### config.mk
export PLATFORM = sky130hd
export DESIGN_NAME = hmm_frame_sched
export DESIGN_NICKNAME = d
export VERILOG_FILES = /design/src/rtl/hmm_pkg.sv /design/src/rtl/hmm_pingpong_buf.sv /design/src/rtl/hmm_frame_sched.sv
export SDC_FILE = /design/constraint.sdc
export NUM_CORES = 1
export LEC_CHECK = 0
export BUFFER_PORTS_ARGS = -buffer_cell sky130_fd_sc_hd__clkbuf_2
export CAP_MARGIN = 10
export CORE_ASPECT_RATIO = 1.1
export CORE_UTILIZATION = 50
export DETAILED_ROUTE_END_ITERATION = 12
export GPL_ROUTABILITY_DRIVEN = 0
export PLACE_DENSITY = 0.69
export SLEW_MARGIN = 40
export SYNTH_ARGS = -nofsm -noshare
export SYNTH_HDL_FRONTEND = slang
export SYNTH_SLANG_ARGS = --single-unit
### constraint.sdc
create_clock -name clk -period 9.3 [get_ports clk]
set_input_delay 0.93 -clock clk [delete_from_list [all_inputs] [get_ports clk]]
set_output_delay 0.93 -clock clk [all_outputs]
set_load 0.02 [all_outputs]
### src/rtl/hmm_pkg.sv
// Shared constants and FSM encoding for the HMM frame scheduler.
package hmm_pkg;
  localparam int unsigned DIM         = 12;
  localparam int unsigned STATE       = 12;
  localparam int unsigned BWIDTH      = 16;
  localparam int unsigned SCORE_W     = 64;
  localparam int unsigned WDOG_CYCLES = 1024;
  localparam logic signed [SCORE_W-1:0] SCORE_MIN = {1'b1, {(SCORE_W-1){1'b0}}};

  typedef enum logic [1:0] {IDLE, FEED, RUN, POST} state_t;
endpackage

### src/rtl/hmm_pingpong_buf.sv
// Two-bank feature frame buffer: stream write side, indexed read side with release.
module hmm_pingpong_buf #(
  parameter int unsigned DIM = 12,
  parameter int unsigned W   = 32,
  parameter int unsigned IW  = 4
) (
  input  logic          clk,
  input  logic          reset,
  input  logic          i_valid,
  output logic          o_ready,
  input  logic [W-1:0]  i_data,
  output logic          o_rd_full,
  input  logic [IW-1:0] i_rd_idx,
  output logic [W-1:0]  o_rd_data,
  input  logic          i_release
);
  import hmm_pkg::*;

  logic [W-1:0]  r_mem [0:1][0:DIM-1];
  logic [1:0]    r_full;
  logic          r_wr_bank;
  logic          r_rd_bank;
  logic [IW-1:0] r_wr_cnt;
  logic          w_wr;
  logic          w_wr_last;

  always_comb begin
    o_ready   = !r_full[r_wr_bank];
    o_rd_full = r_full[r_rd_bank];
    o_rd_data = r_mem[r_rd_bank][i_rd_idx];
    w_wr      = i_valid && o_ready;
    w_wr_last = w_wr && (r_wr_cnt == IW'(DIM-1));
  end

  always_ff @(posedge clk) begin
    if (w_wr) r_mem[r_wr_bank][r_wr_cnt] <= i_data;
  end

  // Fill and release always target different banks, so both updates can land together.
  always_ff @(posedge clk) begin
    if (reset) begin
      r_full    <= '0;
      r_wr_bank <= 1'b0;
      r_rd_bank <= 1'b0;
      r_wr_cnt  <= '0;
    end else begin
      if (w_wr) r_wr_cnt <= w_wr_last ? '0 : r_wr_cnt + IW'(1);
      if (w_wr_last) begin
        r_full[r_wr_bank] <= 1'b1;
        r_wr_bank         <= ~r_wr_bank;
      end
      if (i_release) begin
        r_full[r_rd_bank] <= 1'b0;
        r_rd_bank         <= ~r_rd_bank;
      end
    end
  end
endmodule

### src/rtl/hmm_frame_sched.sv
// Sequences the gbHMM engine once per buffered feature frame and reports the
// argmax state/score per frame downstream.
module hmm_frame_sched #(
  parameter int unsigned DIM     = hmm_pkg::DIM,
  parameter int unsigned STATE   = hmm_pkg::STATE,
  parameter int unsigned BWIDTH  = hmm_pkg::BWIDTH,
  parameter int unsigned SCORE_W = hmm_pkg::SCORE_W
) (
  input  logic                      clk,
  input  logic                      reset,
  input  logic                      in_valid,
  output logic                      in_ready,
  input  logic [2*BWIDTH-1:0]       in_data,
  output logic                      eng_start,
  output logic [2*BWIDTH-1:0]       eng_x_i,
  input  logic                      eng_load,
  input  logic                      eng_dv,
  input  logic [15:0]               eng_out_index,
  input  logic signed [SCORE_W-1:0] eng_x_o,
  input  logic                      eng_done,
  output logic                      res_valid,
  input  logic                      res_ready,
  output logic [15:0]               res_state,
  output logic signed [SCORE_W-1:0] res_score,
  output logic [15:0]               res_frame,
  output logic                      err
);
  import hmm_pkg::*;

  localparam int unsigned IW = (DIM > 1) ? $clog2(DIM) : 1;
  localparam int unsigned WW = $clog2(WDOG_CYCLES);
  localparam logic signed [SCORE_W-1:0] S_MIN = {1'b1, {(SCORE_W-1){1'b0}}};

  state_t                    r_state;
  state_t                    w_state_nxt;
  logic [IW-1:0]             r_feed_cnt;
  logic [15:0]               r_exp_idx;
  logic signed [SCORE_W-1:0] r_best_score;
  logic [15:0]               r_best_state;
  logic [WW-1:0]             r_run_cnt;
  logic [15:0]               r_frame_cnt;
  logic                      r_eng_start;
  logic [2*BWIDTH-1:0]       r_eng_x_i;
  logic                      r_res_valid;
  logic [15:0]               r_res_state;
  logic signed [SCORE_W-1:0] r_res_score;
  logic [15:0]               r_res_frame;
  logic                      r_err;

  logic                      w_rd_full;
  logic [2*BWIDTH-1:0]       w_rd_data;
  logic [IW-1:0]             w_rd_idx;
  logic                      w_release;
  logic                      w_res_pend;
  logic                      w_feed_last;
  logic                      w_wdog;
  logic [15:0]               w_exp_nxt;

  hmm_pingpong_buf #(
    .DIM (DIM),
    .W   (2*BWIDTH),
    .IW  (IW)
  ) u_buf (
    .clk       (clk),
    .reset     (reset),
    .i_valid   (in_valid),
    .o_ready   (in_ready),
    .i_data    (in_data),
    .o_rd_full (w_rd_full),
    .i_rd_idx  (w_rd_idx),
    .o_rd_data (w_rd_data),
    .i_release (w_release)
  );

  always_comb begin
    w_state_nxt = r_state;
    w_rd_idx    = '0;
    w_release   = 1'b0;
    w_res_pend  = r_res_valid && !res_ready;
    w_feed_last = (r_feed_cnt == IW'(DIM-1));
    w_wdog      = (r_run_cnt == WW'(WDOG_CYCLES-1));
    w_exp_nxt   = r_exp_idx + 16'(eng_dv);
    unique case (r_state)
      IDLE: if (w_rd_full && !w_res_pend) w_state_nxt = FEED;
      // x_i is registered, so the read port runs one word ahead of feed_cnt.
      FEED: begin
        if (w_feed_last) begin
          w_release   = 1'b1;
          w_state_nxt = RUN;
        end else begin
          w_rd_idx = r_feed_cnt + IW'(1);
        end
      end
      RUN:     if (eng_done || w_wdog) w_state_nxt = POST;
      POST:    w_state_nxt = IDLE;
      default: w_state_nxt = IDLE;
    endcase
  end

  always_ff @(posedge clk) begin
    if (reset) begin
      r_state      <= IDLE;
      r_feed_cnt   <= '0;
      r_exp_idx    <= '0;
      r_best_score <= S_MIN;
      r_best_state <= '0;
      r_run_cnt    <= '0;
      r_frame_cnt  <= '0;
      r_eng_start  <= 1'b0;
      r_eng_x_i    <= '0;
      r_res_valid  <= 1'b0;
      r_res_state  <= '0;
      r_res_score  <= '0;
      r_res_frame  <= '0;
      r_err        <= 1'b0;
    end else begin
      r_state <= w_state_nxt;
      if (r_res_valid && res_ready) r_res_valid <= 1'b0;
      unique case (r_state)
        IDLE: begin
          if (w_state_nxt == FEED) begin
            r_eng_start <= 1'b1;
            r_eng_x_i   <= w_rd_data;
            r_feed_cnt  <= '0;
          end
        end
        FEED: begin
          if (w_feed_last) begin
            r_best_score <= S_MIN;
            r_best_state <= '0;
            r_exp_idx    <= '0;
            r_run_cnt    <= '0;
          end else begin
            r_eng_x_i  <= w_rd_data;
            r_feed_cnt <= r_feed_cnt + IW'(1);
          end
        end
        RUN: begin
          if (eng_dv) begin
            if (eng_out_index != r_exp_idx) r_err <= 1'b1;
            if (eng_x_o > r_best_score) begin
              r_best_score <= eng_x_o;
              r_best_state <= eng_out_index;
            end
            r_exp_idx <= w_exp_nxt;
          end
          if (eng_done) begin
            if (w_exp_nxt != 16'(STATE)) r_err <= 1'b1;
          end else if (w_wdog) begin
            r_err <= 1'b1;
          end
          r_run_cnt <= r_run_cnt + WW'(1);
          if (w_state_nxt == POST) r_eng_start <= 1'b0;
        end
        POST: begin
          r_res_valid <= 1'b1;
          r_res_state <= r_best_state;
          r_res_score <= r_best_score;
          r_res_frame <= r_frame_cnt;
          r_frame_cnt <= r_frame_cnt + 16'd1;
        end
        default: ;
      endcase
      // The engine still holds done during POST while it observes start low.
      if (r_state != RUN && (eng_dv || (eng_done && r_state != POST))) r_err <= 1'b1;
    end
  end

  always_comb begin
    eng_start = r_eng_start;
    eng_x_i   = r_eng_x_i;
    res_valid = r_res_valid;
    res_state = r_res_state;
    res_score = r_res_score;
    res_frame = r_res_frame;
    err       = r_err;
  end

  a_load_during_feed: assert property (@(posedge clk) disable iff (reset)
    (r_state == FEED && r_feed_cnt != '0) |-> eng_load);
endmodule
==> results of run 1 <==
## worst max-delay path: stages (launching register included)
cell and delay (ns):
dfxtp_1 0.36, ha_1 0.24, nor2b_1 0.16, a21oi_1 0.62, nor2b_4 0.28, buf_6 0.49, buf_12 0.53, mux4_2 0.42
a22oi_1 0.19, a211oi_1 0.12, a211o_1 0.30
## layout make-up
type / instances / area (µm²) / area share
multi-input cells: 1282 / 11400 / 0.246
repair buffers: 297 / 1650 / 0.0357
well taps: 1054 / 1320 / 0.0285
inverters: 71 / 267 / 0.00575
clock inverters: 33 / 372 / 0.00802
clock buffers: 152 / 2880 / 0.0621
diodes: 1 / 2.50 / 0.0000540
flip-flops and latches: 1036 / 28400 / 0.614
## synth_stat cells (2+ instances only)
cell type and number:
xnor2_1 7, a22o_1 5, or3_1 9, mux2i_1 4, a32o_1 79, and2_1 5, a31oi_1 3, a211oi_1 32
mux4_2 192, a221oi_1 2, buf_2 27, clkbuf_1 95, xor2_1 32, buf_1 21, nand2_1 262, and3_1 7
a21oi_2 2, nand4_1 24, and4_1 3, nor2_1 122, nand3_1 23, a22oi_1 65, dfxtp_1 268, o21ai_0 27
o21ai_1 4, buf_6 8, a21oi_1 155, o221ai_1 4, or3b_2 2, or2_2 3, nor2b_1 10, a221o_1 5
nand2b_1 8, o22ai_1 28, nand3b_1 4, nor4_1 13, nor3_1 14, buf_4 4, and2_0 2, ha_1 73
edfxtp_1 768, a211o_1 28, a21o_1 2, inv_1 71, o21ai_2 2
## routing by layer
layer,GRT usage,part of all wire
met1,0.299,0.39
met2,0.401,0.51
met3,0.0432,0.076
met4,0.0805,0.027
met5,0,0.00057
## through the flow
stage,cells,instance area (µm²)
floorplan,2544,40500
global placement,3739,43000
detailed placement,3739,43100
CTS,3924,46300
global route,3926,46300
finish,3926,46300
## flip-flops by register name (all words and copies together), names as in the netlist, named ones only
name             cells
eng_start            1
eng_x_i             32
err                  1
r_best_score        64
r_best_state        16
r_exp_idx           16
r_feed_cnt           4
r_frame_cnt         16
r_run_cnt           10
r_state              2
res_frame           16
res_score           64
res_state           16
res_valid            1
u_buf.r_full         2
u_buf.r_mem        768
u_buf.r_rd_bank      1
u_buf.r_wr_bank      1
u_buf.r_wr_cnt       4
## report_power, final
group	internal, mW	leakage [nW]	switching, mW
clock network	2.26	1.58	1.71
registers	4.98	9.08	0.00575
logic	0.0599	4.65	0.136
## worst min-delay path by stage
stage	depth (start not counted)	to	start	slack [ns]
3_5_place_dp	2	res_state[13]	r_best_state[13]	0.45
4_1_cts	2	r_best_score[57]	eng_x_o[57]	0.45
2_1_floorplan	2	res_score[63]	r_best_score[63]	0.43
6_report	2	res_state[13]	r_best_state[13]	0.45
3_3_place_gp	2	res_state[11]	r_best_state[11]	0.44
5_1_grt	2	res_state[13]	r_best_state[13]	0.46
## cells by family (layout without fill, tap and decap cells)
group / count (synthesis) / after routing / synth area share
other: 0 / 1 / 0
adder cells (fa/ha/maj): 73 / 73 / 0.0225
buffers and inverters: 226 / 553 / 0.0236
AO/OA/AOI/OAI: 455 / 455 / 0.0794
flip-flops: 1036 / 1036 / 0.701
multiplexers: 197 / 197 / 0.108
XOR/XNOR: 39 / 39 / 0.00843
AND/OR/NAND/NOR: 518 / 518 / 0.0564
==> summary.md, run 1 <==
| Metric | Value |
|---|---|
| Status | `finished, final reports clean` |
| Cell Pwr Density | `198 nW/µm²` |
| Area Overhead vs Synth | `14.3%` |
| Crit Path Class | `flip-flop to flip-flop` |
| Clock skew | `0.0303 ns` |
| Wire length per cell | `24.5 µm` |
| Top-area cell type share of the netlist area | `0.569` |
| VDD IR-drop max | `0.185 mV` |
| CTS Root Buffer Type | `clkbuf_16` |
| Vias in the first global route | `23.6k` |
| Crit end category | `flip-flop` |
| Fmax | `0.233 GHz` |
| Register-to-Register Path Depth | `10` |
| Max-cap viol count | `0` |
| RR Endpoint | `eng_x_i[7]` |
| Ys flop type | `edfxtp_1` |
| R2R Setup Slk | `5.01 ns` |
| Syn Inst Count | `2544` |
| Req. time, crit path | `9.84 ns` |
| Num ports | `251` |
| Chip width | `273 µm` |
| Layout cells sized above 1 | `0.240` |
| Initial cell density of the core | `0.505` |
| Post-Place Worst Slack | `4.93 ns` |
| Most common cell after layout, fill and taps aside | `edfxtp_1` |
| PortBufs | `249` |
| Post-route DRC | `0` |
| CTS Buf Count | `100` |
| Hold Path Class | `flip-flop to flip-flop` |
| Largest net degree at the start of global routing | `135` |
| Post-CTS Resized | `0` |
| Unrepaired setup endpoints after global routing | `no` |
| Synth warn | `0` |
| Worst Path Arrival | `4.83 ns` |
| Clock sink count | `1036` |
| Leakage power | `15.3 nW` |
| Clock Latency Late Sink | `0.68 ns` |
| Max-slew violations | `0` |
| Max-slew headroom | `0.285` |
| Drt initial violations | `2317` |
| NumNets Final | `2980` |
| EDFF count, synth | `768` |
| Worst flop-to-flop path startpoint | `r_feed_cnt[0]` |
| DIE HEIGHT | `301 µm` |
| Clk slew on worst S/H paths | `0.06 ns` |
| Fillers | `6056` |
| Synth area leaders | `edfxtp_1 57%, dfxtp_1 13%, mux4_2 11%, nand2_1 2.4%, ha_1 2.3%` |
| Netlist cell types | `65` |
| Crit Path Max Fanout | `134` |
| Global route overflow | `0` |
| Post-Syn Nets | `2736` |
| Post-route ant nets | `0` |
| First-pass GRT wire length | `143000 µm` |
| GRT Total Usage | `0.234` |
| Post-synth top area cell | `edfxtp_1` |
| Sequential fraction of the synthesis area | `0.701` |
| Netlist Area Pre-Place | `40500 µm²` |
| Pwr Total | `9.16 mW` |
| Final setup fails | `0` |
| Post-CTS Hold Fix Bufs | `0` |
| Crit path launch type | `flip-flop` |
| Slew @ Worst Pin | `1.07 ns` |
| Std-Cell Rows | `109` |
| Maximum clock path buffer count | `3` |
| Hold WS | `0.448 ns` |
| Routed wire length | `96300 µm` |
| Synth async-reset ratio | `0` |
| 1st-pass router iterations | `5` |
| Fin util | `0.577` |
| Dpl hpwl | `53200 µm` |
| H-tree Lvls | `3` |
| Core Area | `80300 µm²` |
| Flop and latch count out of synthesis | `1036` |
| Vias/cell | `6.04` |
| Min cycle time layout | `4.29 ns` |
| Final setup TNS | `0 ns` |
| Post-CTS Setup Bufs | `0` |
| CTS tree | `yes` |
| Crit path to | `eng_x_i[7]` |
| Via count | `23.7k` |
| Fin worst setup slack | `5.01 ns` |
| Tcrit/Tclk final | `0.462` |
| Full die area | `82200 µm²` |
| Final Hold Vio Count | `0` |
| Most frequent cells in the layout | `768 x edfxtp_1, 267 x dfxtp_1, 261 x nand2_1, 251 x clkbuf_2, 192 x mux4_2` |
| Initial antenna violation count | `5` |
| Synth Area per Inst | `15.9 µm²` |
| Critical Path Source | `r_feed_cnt[0]` |
Note: power is estimated with default switching activity, not from simulation.
==> inputs of run 2 (changes only) <==
--- a/config.mk
+++ b/config.mk
@@ -11,7 +11,7 @@
 export CORE_UTILIZATION = 50
 export DETAILED_ROUTE_END_ITERATION = 12
 export GPL_ROUTABILITY_DRIVEN = 0
-export PLACE_DENSITY = 0.69
+export PLACE_DENSITY = 0.71
 export SLEW_MARGIN = 40
 export SYNTH_ARGS = -nofsm -noshare
 export SYNTH_HDL_FRONTEND = slang
==> constraint.sdc (replaced) <==
create_clock -name clk -period 3.9 [get_ports clk]
set_input_delay 0.39 -clock clk [delete_from_list [all_inputs] [get_ports clk]]
set_output_delay 0.39 -clock clk [all_outputs]
set_load 0.02 [all_outputs]
==> summary.md, run 2 (synthesis results as in run 1) <==
| Metric | Value |
|---|---|
| Post-route DRC | `0 (unchanged)` |
| Leakage power | `16.0 nW (+4.7%)` |
| Comb pwr share | `0.024 (+0.003)` |
| Layout cells sized above 1 | `0.247 (+0.00657)` |
| Crit path launch type | `flip-flop` |
| Area Overhead vs Synth | `18.3%` |
| CTS Root Buffer Type | `clkbuf_16` |
| Drt initial violations | `2445 (+5.5%)` |
| Fin worst setup slack | `0.535 ns (-4.47 ns)` |
| Maximum clock path buffer count | `3 (unchanged)` |
| Clock skew | `0.0445 ns (+0.0141 ns)` |
| Register-to-Register Path Depth | `8 (-2)` |
| Full die area | `82200 µm² (unchanged)` |
| NumNets Final | `3089 (+3.7%)` |
| Tcrit/Tclk final | `0.863 (+0.401)` |
| Crit Path Max Fanout | `19 (-86%)` |
| Worst hold path depth | `4 (+2)` |
| Final setup TNS | `0 ns (unchanged)` |
| Post-route ant nets | `0 (unchanged)` |
| First-pass GRT wire length | `147000 µm (+2.4%)` |
| Pint | `18.0 mW (+150%)` |
| Num ports | `251 (unchanged)` |
| Worst Path Arrival | `3.93 ns (-0.90 ns)` |
| Clock sink count | `1036 (unchanged)` |
| Largest register by flop count | `u_buf.r_mem` |
| Vias/cell | `6.04 (about the same)` |
| GRT Total Usage | `0.237 (+0.00346)` |
| Via count | `24.4k (+3.0%)` |
| Routed wire length | `97500 µm (+1.3%)` |
| DIE HEIGHT | `301 µm (unchanged)` |
| 1st-pass router iterations | `7 (+2)` |
| Fin util | `0.597 (+0.0200)` |
| Slew @ Worst Pin | `0.800 ns (-0.273 ns)` |
| Worst flop-to-flop path startpoint | `u_buf.r_wr_bank` |
| Post-Place Worst Slack | `0.575 ns (-4.35 ns)` |
| Chip width | `273 µm (unchanged)` |
| Dpl hpwl | `58100 µm (+9.2%)` |
| Max FFs per register | `768 (unchanged)` |
| Critical path depth | `8 (-2)` |
| Clk pwr share | `0.451 (+0.017)` |
| Core Area | `80300 µm² (unchanged)` |
| Largest net degree at the start of global routing | `108 (-20%)` |
| Global route overflow | `0 (unchanged)` |
| Critical Path Source | `u_buf.r_wr_bank` |
| Sw power | `4.62 mW (+150%)` |
| Crit end category | `flip-flop` |
| Cell Pwr Density | `472 nW/µm² (+140%)` |
| Max-cap viol count | `0 (unchanged)` |
| Most frequent cells in the layout | `768 x edfxtp_1, 267 x dfxtp_1, 261 x nand2_1, 248 x clkbuf_2, 192 x mux4_2` |
| Sequential Power Share | `0.525 (-0.019)` |
| Max-slew violations | `0 (unchanged)` |
| Req. time, crit path | `4.47 ns (-5.37 ns)` |
| Clock Latency Late Sink | `0.69 ns (about the same)` |
| Crit Path Class | `flip-flop to flip-flop` |
| Crit-path leading delay family | `simple AND/OR/NAND/NOR gates` |
| Clk slew on worst S/H paths | `0.07 ns (about the same)` |
| Initial cell density of the core | `0.505 (unchanged)` |
| Initial antenna violation count | `2 (-3)` |
| Hold Path Class | `primary input to flip-flop` |
| Slowest-stage cell, CP | `and2_2` |
| Final setup fails | `0 (unchanged)` |
| Buf/Inv on CP | `1 (-1)` |
| Min cycle time layout | `3.37 ns (-0.928 ns)` |
| CP cell instances | `mux2i_1 -> and2_0 -> nand2_1 -> nor3b_2 -> and2_2 -> buf_12 -> nor2_1 -> a211oi_1` |
| Final Hold Vio Count | `0 (unchanged)` |
| Wire length per cell | `24.1 µm (-1.6%)` |
| Std-Cell Rows | `109 (unchanged)` |
| Switching share of power | `0.204 (+0.00120)` |
| CTS tree | `yes` |
| Most common cell after layout, fill and taps aside | `edfxtp_1` |
| Hold Crit Start | `res_ready` |
| Status | `finished, final reports clean` |
| CTS Buf Count | `100 (unchanged)` |
| PortBufs | `249 (unchanged)` |
| Slowest cell delay on critical path | `0.62 ns (about the same)` |
| H-tree Lvls | `3 (unchanged)` |
| VDD IR-drop max | `0.474 mV (+160%)` |
| Vias in the first global route | `24.7k (+4.4%)` |
| Max-slew headroom | `0.467 (+0.182)` |
| Fmax | `0.297 GHz (+28%)` |
| Unrepaired setup endpoints after global routing | `no` |
==> run 2: changes by cell type in the layout (fill, tap and decap cells not counted), sizes merged <==
cell,delta
clkinv,+1
clkinvlp,+3
clkbuf,-13
bufinv,+8
dlygate4sd3,+80
buf,+28
inv,+7
==> run 2: tightest hold or removal path, delay by kind of cell <==
kind / cells / cell delay (ns)
AND/OR/NAND/NOR: 3 / 0.22
buffers and inverters: 1 / 0.08
==> run 2: what timing repair did <==
action	in CTS	in global routing
gates resized for setup	0	0
hold endpoints to repair	80	0
hold buffers	80	0
buffers inserted	0	0
==> run 2: power groups by stage <==
stage | Combinational, mW | Clock [mW] | Sequential (mW)
4_1_cts | 0.546 | 10.4 | 11.9
3_3_place_gp | 0.451 | 0 | 12.1
5_1_grt | 0.599 | 10.8 | 11.9
2_1_floorplan | 0.195 | 0 | 12.1
6_report | 0.552 | 10.2 | 11.9
3_5_place_dp | 0.477 | 0 | 12.1
==> run 2: per-stage QoR <==
step           power (mW)  area [µm²]  instances  hold WS (ns)
2_1_floorplan        12.3       40500       2544         0.432
4_1_cts              22.8       47900       4038        0.0596
5_1_grt              23.3       47900       4040        0.0884
6_report             22.6       47900       4040        0.0772
3_5_place_dp         12.6       43600       3768         0.445
3_3_place_gp         12.6       43500       3767         0.441
==> run 2: cell type report <==
type | count | area (µm²)
antenna | 1 | 2.50
clock buffer | 138 | 2840
clock inverter | 52 | 698
fill | 5798 | 32400
inverter | 71 | 267
multi-input combinational | 1282 | 11400
sequential | 1036 | 28400
tap | 1054 | 1320
timing repair buffer | 406 | 2980
==> run 2: path summary, 6_finish.rpt <==
check                     to  slack [ns]
min reg2reg     res_state[5]        0.44
max reg2reg  u_buf.r_full[1]        0.53
min                res_valid        0.08
max          u_buf.r_full[1]        0.53
==> run 2: per-layer routing <==
metal | track usage | share of wire | vias to the layer above
li1 | - | - | 10688
met1 | 0.304 | 0.39 | 12476
met2 | 0.408 | 0.51 | 1072
met3 | 0.0409 | 0.075 | 178
met4 | 0.0829 | 0.028 | 2
met5 | 0 | 0.00014 | -
==> inputs of run 3 (changes only) <==
--- a/config.mk
+++ b/config.mk
@@ -9,9 +9,12 @@
 export CAP_MARGIN = 10
 export CORE_ASPECT_RATIO = 1.1
 export CORE_UTILIZATION = 50
+export CTS_BUF_LIST = sky130_fd_sc_hd__clkbuf_4 sky130_fd_sc_hd__clkbuf_8 sky130_fd_sc_hd__clkbuf_16
 export DETAILED_ROUTE_END_ITERATION = 12
 export GPL_ROUTABILITY_DRIVEN = 0
+export HOLD_SLACK_MARGIN = 0.08
 export PLACE_DENSITY = 0.71
+export REMOVE_ABC_BUFFERS = 1
 export SLEW_MARGIN = 40
 export SYNTH_ARGS = -nofsm -noshare
 export SYNTH_HDL_FRONTEND = slang
==> summary.md, run 3 (synthesis results as in run 1) <==
| Metric | Value |
|---|---|
| Max FFs per register | `768 (unchanged)` |
| Full die area | `82200 µm² (unchanged)` |
| Status | `finished, final reports clean` |
| Critical path depth | `6 (-2)` |
| DIE HEIGHT | `301 µm (unchanged)` |
| Area Overhead vs Synth | `18.0%` |
| Routing usage on met1 | `0.306 (+0.00227)` |
| Vias/cell | `6.06 (+0.28%)` |
| CP cell instances | `mux2i_1 -> and2_0 -> nand2_1 -> nor3b_2 -> nor2b_4 -> buf_12` |
| Layout cells sized above 1 | `0.244 (-0.00279)` |
| Vias in the first global route | `24.3k (-1.5%)` |
| Hold Path Class | `primary input to flip-flop` |
| Max-slew violations | `0 (unchanged)` |
| Critical Path Source | `u_buf.r_wr_bank` |
| Chip width | `273 µm (unchanged)` |
| Slowest-stage cell, CP | `nor2b_4` |
| H-tree Lvls | `3 (unchanged)` |
| Unrepaired setup endpoints after global routing | `no` |
| Crit Path Class | `flip-flop to flip-flop` |
| Fmax | `0.297 GHz (-0.16%)` |
| RR Endpoint | `u_buf.r_mem[0][28]` |
| Routed wire length | `98100 µm (+0.54%)` |
| Cell Pwr Density | `467 nW/µm² (-1.2%)` |
| Post-CTS Setup Bufs | `0 (unchanged)` |
| Tcrit/Tclk final | `0.864 (+0.00140)` |
| Dpl hpwl | `56800 µm (-2.3%)` |
| Final setup fails | `0 (unchanged)` |
| R2R Setup Slk | `0.53 ns (about the same)` |
| Core Area | `80300 µm² (unchanged)` |
| Post-Place Worst Slack | `0.608 ns (+0.0327 ns)` |
| Most frequent cells in the layout | `768 x edfxtp_1, 267 x dfxtp_1, 260 x nand2_1, 248 x clkbuf_2, 192 x mux4_2` |
| Crit end category | `flip-flop` |
| Met3 global-route usage | `0.0486 (+0.00766)` |
| Leakage power | `15.9 nW (-0.75%)` |
| Worst Path Arrival | `3.74 ns (-0.19 ns)` |
| Maximum clock path buffer count | `3 (unchanged)` |
| Req. time, crit path | `4.27 ns (-0.20 ns)` |
| GRT Total Usage | `0.238 (+0.000480)` |
| Crit path to | `u_buf.r_mem[0][28]` |
| Crit Path Max Fanout | `20 (+1)` |
| Initial antenna violation count | `4 (+2)` |
| Num ports | `251 (unchanged)` |
| CTS Buf Count | `101 (+1.0%)` |
| Post-route ant nets | `0 (unchanged)` |
| Drt initial violations | `2154 (-12%)` |
| Clock skew | `0.0380 ns (-0.00648 ns)` |
| Worst flop-to-flop path startpoint | `u_buf.r_wr_bank` |
| Post-route DRC | `0 (unchanged)` |
| Clock Latency Late Sink | `0.68 ns (about the same)` |
| Largest net degree at the start of global routing | `98 (-9.3%)` |
| Min cycle time layout | `3.37 ns (+0.00546 ns)` |
| VDD IR-drop max | `0.492 mV (+3.8%)` |
| NumNets Final | `3074 (-0.49%)` |
| Global route overflow | `0 (unchanged)` |
| Pwr Total | `22.3 mW (-1.4%)` |
| Register-to-Register Path Depth | `6 (-2)` |
| Via count | `24.4k (-0.12%)` |
| PortBufs | `249 (unchanged)` |
| CTS tree | `yes` |
| Slowest cell delay on critical path | `0.66 ns (+0.04 ns)` |
| First-pass GRT wire length | `147000 µm (+0.11%)` |
| Clk slew on worst S/H paths | `0.06 ns (about the same)` |
| Clock sink count | `1036 (unchanged)` |
| Max-cap viol count | `0 (unchanged)` |
| Fin worst setup slack | `0.529 ns (-0.00546 ns)` |
| Post-CTS Resized | `0 (unchanged)` |
| Grt peak-use layer | `met2` |
| Dpl cells | `3751 (-0.45%)` |
| 1st-pass router iterations | `6 (-1)` |
| Crit path launch type | `flip-flop` |
| CTS Root Buffer Type | `clkbuf_16` |
| Initial cell density of the core | `0.505 (unchanged)` |
| Crit-path leading delay family | `simple AND/OR/NAND/NOR gates` |
| Most common cell after layout, fill and taps aside | `edfxtp_1` |
| Slew @ Worst Pin | `0.847 ns (+0.0475 ns)` |
| Non-Filler Instances | `4024 (-0.40%)` |
| Wire length per cell | `24.4 µm (+0.94%)` |
| Inserted Diodes | `0 (-1)` |
| Buf/Inv on CP | `1 (unchanged)` |
| Largest register by flop count | `u_buf.r_mem` |
| Std-Cell Rows | `109 (unchanged)` |
| Final Hold Vio Count | `0 (unchanged)` |
| Met2 usage | `0.408 (about the same)` |
| Max-slew headroom | `0.434 (-0.0330)` |
run 3: cell types whose count changed in the layout (fill, tap and decap cells not counted), sizes merged:
cell,previous run,this run
diode,1,0
clkinv,23,34
bufinv,12,8
inv,80,76
clkbuf,387,381
buf,77,60
dlygate4sd3,80,82
clkinvlp,8,11
run 3: layout make-up:
cell class	instances	area, µm²
timing repair buffer	390	2980
clock buffer	133	2800
fill	5780	32500
sequential	1036	28400
multi-input combinational	1282	11400
clock inverter	58	617
inverter	71	267
tap	1054	1320
run 3: worst min-delay path by stage:
| stage | startpoint | endpoint | slack [ns] | cells past startpoint |
|---|---|---|---|---|
| 2_1_floorplan | r_best_score[63] | res_score[63] | 0.43 | 2 |
| 3_3_place_gp | r_best_state[6] | res_state[6] | 0.44 | 2 |
| 3_5_place_dp | res_score[19] | res_score[19] | 0.45 | 2 |
| 4_1_cts | in_valid | u_buf.r_wr_cnt[1] | 0.13 | 4 |
| 5_1_grt | reset | r_frame_cnt[13] | 0.17 | 2 |
| 6_report | in_valid | u_buf.r_wr_cnt[1] | 0.16 | 4 |
run 3: timing repair:
action / 4_1_cts / 5_1_grt
setup endpoints to repair: 0 / 0
hold endpoints to repair: 82 / 0
hold buffers: 82 / 0
run 3: routing by layer:
metal | vias to the layer above | wire [µm]
li1 | 10670 | -
met5 | - | 54
met1 | 12464 | 38100
met3 | 180 | 7820
met4 | 8 | 2300
met2 | 1065 | 49800
run 3: through the flow:
stage                     hold WS (ns)  TNS [ns]  utilization  area [µm²]
after global placement           0.437         0        0.542       43500
after CTS                        0.134         0        0.595       47800
after detailed placement         0.447         0        0.542       43600
final                            0.159         0        0.595       47800
after global routing             0.167         0        0.595       47800
after floorplan                  0.426   -241.15            -       39800
run 3: worst register-to-register path, stage by stage, from the launching register on:
cell	delay [ns]
dfxtp_1	0.60
mux2i_1	0.33
and2_0	0.33
nand2_1	0.37
nor3b_2	0.44
nor2b_4	0.66
buf_12	0.29
run 3: power by group:
group / internal (mW) / switching (mW)
Clock: 5.65 / 4.24
Sequential: 11.9 / 0.0148
Combinational: 0.205 / 0.345
